<file path="config.mk">
export PLATFORM = sky130hd
export DESIGN_NAME = event_encoder_8x3
export DESIGN_NICKNAME = d
export VERILOG_FILES = /design/src/rtl/event_enc_pkg.sv /design/src/rtl/prio_enc_8x3.sv /design/src/rtl/event_encoder_8x3.sv
export SDC_FILE = /design/constraint.sdc
export NUM_CORES = 1
export LEC_CHECK = 0
export CORE_MARGIN = 10
export CORE_UTILIZATION = 45
export DETAILED_ROUTE_END_ITERATION = 7
export GPL_TIMING_DRIVEN = 0
export PLACE_DENSITY = 0.8
export RECOVER_POWER = 25
export SLEW_MARGIN = 20
export SYNTH_ARGS = -nofsm -noshare
export SYNTH_HDL_FRONTEND = slang
export SYNTH_SLANG_ARGS = --single-unit
</file>
<file path="constraint.sdc">
create_clock -name clk -period 3.5 [get_ports clk]
set_input_delay 0.525 -clock clk [delete_from_list [all_inputs] [get_ports clk]]
set_output_delay 0.525 -clock clk [all_outputs]
set_load 0.03 [all_outputs]
</file>
<file path="src/rtl/event_enc_pkg.sv">
// Shared definitions for the 8-to-3 event encoder.
//   state_e   : two-state offer FSM encoding
//   N_IN      : number of event lines
//   W_CODE    : width of the binary event index
//   W_CNT     : width of the pending population count (0..N_IN)
//   onehot()  : index -> one-hot mask over N_IN bits
//   popcount(): number of set bits in an N_IN-bit vector
package event_enc_pkg;

    localparam int N_IN   = 8;
    localparam int W_CODE = 3;
    localparam int W_CNT  = 4;

    typedef enum logic {
        ST_IDLE  = 1'b0,
        ST_OFFER = 1'b1
    } state_e;

    function automatic logic [N_IN-1:0] onehot(input logic [W_CODE-1:0] idx);
        logic [N_IN-1:0] mask;
        mask      = '0;
        mask[idx] = 1'b1;
        return mask;
    endfunction

    function automatic logic [W_CNT-1:0] popcount(input logic [N_IN-1:0] vec);
        logic [W_CNT-1:0] acc;
        acc = '0;
        for (int i = 0; i < N_IN; i++) begin
            acc = acc + W_CNT'(vec[i]);
        end
        return acc;
    endfunction

endpackage

</file>
<file path="src/rtl/prio_enc_8x3.sv">
// Combinational 8-to-3 priority encoder.
//   in_i   [7:0] : request vector (never all-zero when the result is used)
//   code_o [2:0] : index of the winning bit
// LOW_FIRST=1 picks the lowest set index, LOW_FIRST=0 the highest.
// An all-zero input yields 0; callers never rely on that value.
module prio_enc_8x3
    import event_enc_pkg::*;
#(
    parameter bit LOW_FIRST = 1'b1
) (
    input  logic [N_IN-1:0]   in_i,
    output logic [W_CODE-1:0] code_o
);

    // Scan toward the winning end; the last hit in the loop is the winner.
    always_comb begin
        code_o = '0;
        if (LOW_FIRST) begin
            for (int i = N_IN - 1; i >= 0; i--) begin
                if (in_i[i]) code_o = W_CODE'(i);
            end
        end else begin
            for (int i = 0; i < N_IN; i++) begin
                if (in_i[i]) code_o = W_CODE'(i);
            end
        end
    end

endmodule

</file>
<file path="src/rtl/event_encoder_8x3.sv">
// Pending-event collector with a one-code-per-cycle priority offer port.
//   clk       : clock, all state on rising edge
//   rst       : synchronous active-high reset
//   req[7:0]  : event lines, each high bit sets its pending bit
//   ready     : consumer accepts the offered code this cycle
//   y[2:0]    : offered event index (0 when nothing is offered)
//   valid     : y holds a pending event index
//   pend[7:0] : registered pending vector
//   cnt[3:0]  : popcount of pend
//   ovf       : sticky overflow, set when an event hits an already-pending bit
//   dbg_state : FSM state (0 = idle, 1 = offering)
//
// Handshake: a code transfers on every rising edge where valid && ready are
// both high; while valid is high and ready is low, y is held stable.
module event_encoder_8x3
    import event_enc_pkg::*;
#(
    parameter bit LOW_FIRST = 1'b1
) (
    input  logic              clk,
    input  logic              rst,
    input  logic [N_IN-1:0]   req,
    input  logic              ready,
    output logic [W_CODE-1:0] y,
    output logic              valid,
    output logic [N_IN-1:0]   pend,
    output logic [W_CNT-1:0]  cnt,
    output logic              ovf,
    output logic              dbg_state
);

    state_e              state_q, state_d;
    logic [N_IN-1:0]     pend_q, pend_d;
    logic [W_CODE-1:0]   cur_q, cur_d;
    logic                ovf_q, ovf_d;

    logic                accept;
    logic [N_IN-1:0]     cur_mask;
    logic [N_IN-1:0]     clr;
    logic [N_IN-1:0]     remain;
    logic [W_CODE-1:0]   prio_pend;
    logic [W_CODE-1:0]   prio_remain;

    // One encoder picks the first offer from idle, the other picks the
    // follow-up offer from what remains after the current accept.
    prio_enc_8x3 #(.LOW_FIRST(LOW_FIRST)) u_prio_pend (
        .in_i   (pend_q),
        .code_o (prio_pend)
    );

    prio_enc_8x3 #(.LOW_FIRST(LOW_FIRST)) u_prio_remain (
        .in_i   (remain),
        .code_o (prio_remain)
    );

    // Pending vector and overflow. A req on the bit being cleared this edge
    // re-arms it and is not an overflow.
    always_comb begin
        accept   = (state_q == ST_OFFER) && ready;
        cur_mask = onehot(cur_q);
        clr      = accept ? cur_mask : '0;
        remain   = pend_q & ~cur_mask;
        pend_d   = (pend_q & ~clr) | req;
        ovf_d    = ovf_q | (|(req & pend_q & ~clr));
    end

    // Offer FSM. Decisions use the registered pend only, so a req arriving
    // during the final accept is offered through ST_IDLE one cycle later.
    always_comb begin
        state_d = state_q;
        cur_d   = cur_q;
        case (state_q)
            ST_IDLE: begin
                if (|pend_q) begin
                    cur_d   = prio_pend;
                    state_d = ST_OFFER;
                end
            end
            ST_OFFER: begin
                if (ready) begin
                    if (|remain) begin
                        cur_d = prio_remain;
                    end else begin
                        state_d = ST_IDLE;
                    end
                end
            end
            default: begin
                state_d = ST_IDLE;
            end
        endcase
    end

    always_ff @(posedge clk) begin
        if (rst) begin
            state_q <= ST_IDLE;
            pend_q  <= '0;
            cur_q   <= '0;
            ovf_q   <= 1'b0;
        end else begin
            state_q <= state_d;
            pend_q  <= pend_d;
            cur_q   <= cur_d;
            ovf_q   <= ovf_d;
        end
    end

    assign valid     = (state_q == ST_OFFER);
    assign y         = valid ? cur_q : '0;
    assign pend      = pend_q;
    assign cnt       = popcount(pend_q);
    assign ovf       = ovf_q;
    assign dbg_state = (state_q == ST_OFFER);

endmodule

</file>
==> summary.txt, run 1 <==
Yosys
  – Post-synth cell types: 43
  – EDFF count, synth: 0
  – Syn. warnings: 0
  – Post-Syn Area per Cell: 7.78 um2
  – Main synth FF type: dfxtp_1
  – Most frequent cell after synthesis: inv_1
  – Async S/R FF share, synth: 0%
  – Post-synth top area cell: dfxtp_1
  – Synth top area cells: dfxtp_1 (23%), fa_1 (7.0%), inv_1 (6.9%)
  – Commonest cells post-synth: inv_1 (21), a21oi_1 (13), dfxtp_1 (13)
  – FF+latch count, synth: 13
  – Post-Synthesis Cells: 147
  – Post-synth net total: 166
  – Register area share after synthesis: 22.8%
  – Fraction of post-synthesis cell area in the top cell type by area: 22.8%
  – Syn Std Cell Area: 0.00114 mm2

Worst setup path
  – CP Class: flip-flop to output pin
  – Nature of the critical path endpoint: output pin
  – CP Max Fanout: 2
  – Crit path DAT: 3.08 ns
  – Worst Setup Start Kind: flip-flop
  – CP required: 2.97 ns
  – CP Launch Point: pend[0]
  – FF-to-FF Start: pend[3]

Timing
  – Peak Freq: 277 MHz
  – Post-route minimum period: 3.61 ns
  – Final period utilization: 103%
  – RSZ-0062 raised after global routing: yes
  – Final slew viol count: 0
  – Clk_skew: 0.00520 ns
  – Tightest Pin Transition: 0.501 ns
  – Final setup viols: 2
  – Final hold vios: 0
  – Rel. slew slack: 65.7%
  – Fin worst setup slack: -0.107 ns

Finish
  – Fin util: 61.9%
  – Layout Cells excl Fill: 211
  – Antenna fix cells: 0
  – # fillers: 217
  – Nets: 201
  – Share of post-route cells with drive strength above 1: 16.6%
  – Area grow syn2layout: 32.9%

Pwr
  – Combinational share of power: 55.6%
  – Total power: 625 uW
  – Leak pwr: 0.000629 uW
  – Switching Fraction: 44.2%
  – Power Dens Cells: 411 mW/mm2
  – P_int: 349 uW
  – Seq pwr share: 28.7%
  – Clk pwr share: 15.6%
  – Switching Power: 276 uW
  – Maximum VDD drop: 0.000304 V

Floorplanning
  – Core box area: 0.00245 mm2
  – Die H: 70.4 um
  – Initial Utilization: 46.6%
  – Io pins: 29
  – Row count: 18
  – Die Wd: 70.4 um
  – Die area: 0.00496 mm2

Outcome
  – Status: finished with violations
  – Failing checks: negative setup slack

Clock network
  – Clk_lat worst skew: 0.28 ns
  – CTS tree: done
  – Clock root cell: clkbuf_4
  – Hold Buf Count CTS: 0
  – Max Root-Sink Buffers: 2
  – # clock sinks: 13
  – H-tree Lvls: 1
  – Clock transition at path regs: 0.09 ns
  – Cts bufs inserted: 3

Route
  – Vias: 1226
  – Post-DRT Antenna Nets: 0
  – Routed WL: 3.48 mm
  – Initial DRC Count: 102
  – DR pass1 iterations: 4
  – Post-DR vias/cell: 5.81
  – Per-cell routed wire length: 16.5 um
  – DRC viols: 0

Placement
  – Post-DP HPWL: 2.60 mm
  – Inst Count DP: 205
  – Count of input and output buffers: 28
  – Gpl congestion: 0.903

GRT
  – Vias in the first global route: 1213
  – First-pass GRT wire length: 5.71 mm
  – Largest net degree at the start of global routing: 11
  – GRT Resource Usage Total: 13.3%
  – Initial antenna violation count: 0
  – Total grt overflow: 0

Job
  – MaxCap Viol Count: 0

Worst hold path
  – Worst hold start: ovf
  – HP Class: flip-flop to flip-flop
what timing repair did:
item                                    in CTS  in global routing
gates resized for setup                     22                  2
endpoints found under the setup margin       4                  3
buffers inserted                             2                  0
power groups by stage:
stage / clock (uW) / sequential (uW) / combinational [uW]
6_report: 97.7 / 180 / 347
4_1_cts: 97.1 / 179 / 349
5_1_grt: 104 / 182 / 377
2_1_floorplan: 0 / 198 / 210
3_3_place_gp: 0 / 186 / 327
3_5_place_dp: 0 / 186 / 336
metal layers:
layer	global-route usage [%]	wire [um]	share of wire, %
met5	0	0	0
met4	3.29	55	1.6
met3	4.94	307	8.8
met2	22.3	1690	48
met1	15.5	1430	41
critical path, cell delays in order, from the launching register on:
cell and delay, ns:
dfxtp_4 0.36, fa_1 0.52, inv_1 0.05, fa_1 0.49, fa_1 0.40, inv_1 0.06, ha_2 0.18, inv_2 0.04
fa_2 0.52, inv_2 0.04, buf_6 0.13
sequential cells by signal, summed over array words and instances (netlist names):
signal,cells
cur_q,3
pend,8
ovf,1
dbg_state,1
path summary, 6_finish.rpt:
kind,endpoint,slack [ns],cells after the start
worst max-delay path,cnt[1],-0.11,10
worst min-delay path,ovf,0.62,2
worst max register to register,cur_q[0],1.55,6
worst min register to register,ovf,0.62,2
through the flow:
step | TNS (ns) | instance area, um2 | setup slack (ns) | hold slack, ns
floorplan | 0 | 1150 | 0.0942 | 0.602
global placement | -0.659 | 1470 | -0.346 | 0.578
detailed placement | -0.754 | 1470 | -0.379 | 0.587
CTS | -0.196 | 1520 | -0.123 | 0.623
global route | -0.327 | 1520 | -0.183 | 0.685
finish | -0.160 | 1520 | -0.107 | 0.623
logic make-up after synthesis:
family	share of synthesized area [%]
AO/OA/AOI/OAI	30.3
flip-flops	22.8
multiplexers	3.50
XOR/XNOR	0.766
adder cells (fa/ha/maj)	11.4
AND/OR/NAND/NOR	20.1
buffers and inverters	11.2
layout by cell type, fill, tap and decap left out, types with 2 or more instances in the layout:
cell type         n
a211oi_1          2
a21oi_1          13
a31oi_1           2
a32oi_2           2
and2_1            3
buf_2             3
buf_4             3
buf_6             3
clkbuf_1          3
clkbuf_4          3
clkdlybuf4s50_1  23
dfxtp_1          11
dfxtp_4           2
fa_1              3
ha_1              3
inv_1            19
inv_2             2
mux2i_1           4
nand2_1           2
nand2b_1          4
nand3_1           7
nand3b_1          2
nand4_1           2
nor2_1           12
nor2b_1           2
nor4_1            2
o211ai_1          3
o21ai_0          10
o21bai_1          2
o22ai_1           2
o41ai_2           2
or2_2             3
layout make-up:
cell class / instances / area, um2 / share of cell area (%)
Buffer: 8 / 45.0 / 2.96
Clock buffer: 3 / 22.5 / 1.48
Clock inverter: 1 / 5.00 / 0.329
Inverter: 22 / 82.6 / 5.43
Multi-Input combinational cell: 104 / 768 / 50.5
Sequential cell: 13 / 268 / 17.6
Tap cell: 30 / 37.5 / 2.47
Timing Repair Buffer: 30 / 292 / 19.2
Note: power is estimated with default switching activity, not from simulation.
==> inputs of run 2 (changes only) <==
--- a/config.mk
+++ b/config.mk
@@ -5,10 +5,12 @@
 export SDC_FILE = /design/constraint.sdc
 export NUM_CORES = 1
 export LEC_CHECK = 0
+export CORE_ASPECT_RATIO = 1.5
 export CORE_MARGIN = 10
 export CORE_UTILIZATION = 45
 export DETAILED_ROUTE_END_ITERATION = 7
 export GPL_TIMING_DRIVEN = 0
+export HOLD_SLACK_MARGIN = 0.03
 export PLACE_DENSITY = 0.8
 export RECOVER_POWER = 25
 export SLEW_MARGIN = 20
==> run 2 against run 1 <==
Against the previous run:
- the run still ends with negative setup slack left
- hold slack got worse by 0.011 ns
- cell count decreased by 2.8%
- sequential share of layout area increased by 0.087 points
- clock skew decreased by 0.0047 ns
- power about the same
- die area increased by 0.84%
- register-to-register slack improved by 0.07 ns
- clock power increased by 0.4%
- setup slack got worse by 0.0019 ns
- global-route usage increased by 1.4 points
- critical path type unchanged
- critical endpoint unchanged
- highest routed layer unchanged
==> summary.txt, run 2 (same netlist as run 1, synthesis figures left out) <==
Floorplanning
  – Initial Utilization: 46.7% (+0.095 points)
  – Die Wd: 61.2 um (-13%)
  – Row count: 22 (+4)
  – Die H: 81.7 um (+16%)
  – Core box area: 0.00245 mm2 (-0.20%)
  – Io pins: 29 (unchanged)
  – Die area: 0.00500 mm2 (+0.84%)

Finish
  – Commonest non-fill, non-tap cell in the layout: clkdlybuf4s50_1
  – Number of flip-flops in the largest register: 8 (unchanged)
  – Sequential cell area: 268 um2 (unchanged)
  – Design Area, Final: 0.00151 mm2 (-0.49%)
  – Nets: 201 (unchanged)
  – Share of post-route cells with drive strength above 1: 16.0% (-0.55 points)
  – Area of the multi-input gates: 768 um2 (unchanged)
  – Antenna fix cells: 0 (unchanged)
  – Fin util: 61.7% (-0.18 points)
  – Most frequent cells in the layout: clkdlybuf4s50_1 (24), inv_1 (19), a21oi_1 (13), nor2_1 (12), dfxtp_1 (11)
  – # fillers: 215 (-0.92%)
  – Area grow syn2layout: 32.3%

Worst setup path
  – CP required: 2.97 ns (about the same)
  – Worst Setup Start Kind: flip-flop
  – Crit path to: cnt[1]
  – CP Class: flip-flop to output pin
  – FF-to-FF Start: cur_q[2]
  – Flop2flop setup slack: 1.62 ns (+0.07 ns)
  – CP Max Fanout: 2 (unchanged)
  – Nature of the critical path endpoint: output pin
  – CP Launch Point: pend[0]
  – Reg2Reg Depth: 6 (unchanged)
  – Crit path DAT: 3.08 ns (about the same)
  – Reg2reg end: ovf

Timing
  – Fin worst setup slack: -0.109 ns (-0.00194 ns)
  – Final hold vios: 0 (unchanged)
  – Post-route minimum period: 3.61 ns (+0.00194 ns)
  – Tightest Pin Transition: 0.489 ns (-0.0120 ns)
  – Final slew viol count: 0 (unchanged)
  – RSZ-0062 raised after global routing: yes
  – Hold WS: 0.612 ns (-0.0109 ns)
  – Peak Freq: 277 MHz (about the same)
  – Final setup viols: 2 (unchanged)
  – Clk_skew: 0.000452 ns (-0.00474 ns)
  – Rel. slew slack: 66.5% (+0.82 points)
  – Final period utilization: 103% (about the same)

Placement
  – Post-DP HPWL: 2.62 mm (+0.74%)
  – Worst slack at placement: -0.408 ns (-0.0282 ns)
  – Placed inst area: 0.00146 mm2 (-0.51%)
  – Count of input and output buffers: 28 (unchanged)
  – Gpl congestion: 0.996 (+10%)

Pwr
  – Leak pwr: 0.000626 uW (-0.47%)
  – Power Dens Cells: 413 mW/mm2 (+0.54%)
  – Maximum VDD drop: 0.000290 V (-4.6%)

GRT
  – GRT met3 Usage: 4.63% (-0.31 points)
  – Total grt overflow: 0 (unchanged)
  – Largest net degree at the start of global routing: 11 (unchanged)
  – Initial antenna violation count: 0 (unchanged)
  – Vias in the first global route: 1206 (-0.58%)
  – First-pass GRT wire length: 5.76 mm (+0.84%)
  – Met2 Usage GRT: 25.8% (+3.6 points)
  – GRT Max-Usage Layer: met2
  – GRT Resource Usage Total: 14.7% (+1.4 points)
  – M1 GR Usage: 16.1% (+0.56 points)

Route
  – DRC viols: 0 (unchanged)
  – DR pass1 iterations: 4 (unchanged)
  – Routed WL: 3.39 mm (-2.5%)
  – Vias: 1253 (+2.2%)
  – Post-DRT Antenna Nets: 0 (unchanged)
  – Per-cell routed wire length: 16.6 um (+0.33%)
  – Initial DRC Count: 93 (-8.8%)
  – Post-DR vias/cell: 6.11 (+5.2%)

Clock network
  – CTS tree: done
  – Clock root cell: clkbuf_4
  – Cts bufs inserted: 3 (unchanged)
  – H-tree Lvls: 1 (unchanged)
  – # clock sinks: 13 (unchanged)
  – Clock transition at path regs: 0.09 ns (about the same)
  – Max Root-Sink Buffers: 2 (unchanged)
  – Clk_lat worst skew: 0.27 ns (about the same)

Outcome
  – Failing checks: negative setup slack
  – Status: finished with violations

Worst hold path
  – HP Class: flip-flop to flip-flop

Job
  – MaxCap Viol Count: 0 (unchanged)
run 2: cell count changes in the layout (fill, tap and decap cells not counted):
cell	change
and2_0	-1
and2_1	+1
clkbuf_1	+1
clkdlybuf4s15_1	+1
clkdlybuf4s50_1	+1
clkinv_2	-1
dlygate4sd2_1	-1
dlygate4sd3_1	-1
run 2: metrics by stage:
stage                     power, uW  cells  setup TNS (ns)
after global routing            669    205          -0.441
after detailed placement        521    199          -0.767
after floorplan                 407    147               0
after global placement          509    199          -0.680
final                           625    205          -0.181
after CTS                       624    205          -0.214
run 2: power by group:
part           switching [uW]  internal (uW)  leakage (uW)
Combinational             199            148      0.000501
Clock                    53.9           44.1     0.0000150
Sequential               18.8            161      0.000110
run 2: area by class of cell:
type | count | share of cell area (%)
Multi-Input combinational cell | 104 | 50.8
Clock buffer | 4 | 1.74
Buffer | 8 | 2.98
Sequential cell | 13 | 17.7
Timing Repair Buffer | 30 | 19.4
Tap cell | 24 | 1.99
Inverter | 22 | 5.46
run 2: critical path: stages, from the launching register on:
cell and delay (ns):
dfxtp_4 0.36, fa_1 0.53, inv_1 0.05, fa_1 0.50
fa_1 0.40, inv_1 0.07, ha_2 0.18, inv_2 0.04
fa_2 0.52, inv_2 0.03, buf_6 0.12
run 2: worst min-delay path by stage:
stage	from	to	slack (ns)	cells after the start
2_1_floorplan	pend[1]	pend[1]	0.60	2
3_3_place_gp	pend[1]	pend[1]	0.58	2
3_5_place_dp	pend[1]	pend[1]	0.58	2
4_1_cts	pend[4]	pend[4]	0.61	2
5_1_grt	ovf	ovf	0.66	2
6_report	ovf	ovf	0.61	2
run 2: routing by layer:
layer	wire, um	vias to the layer above
li1	-	589
met1	1160	576
met2	1770	73
met3	361	15
met4	95	0
met5	0	-
run 2: what timing repair did:
item                                    4_1_cts  5_1_grt
gates resized for setup                      22        3
hold buffers                                  0        0
buffers inserted                              2        0
endpoints found under the setup margin        4        4
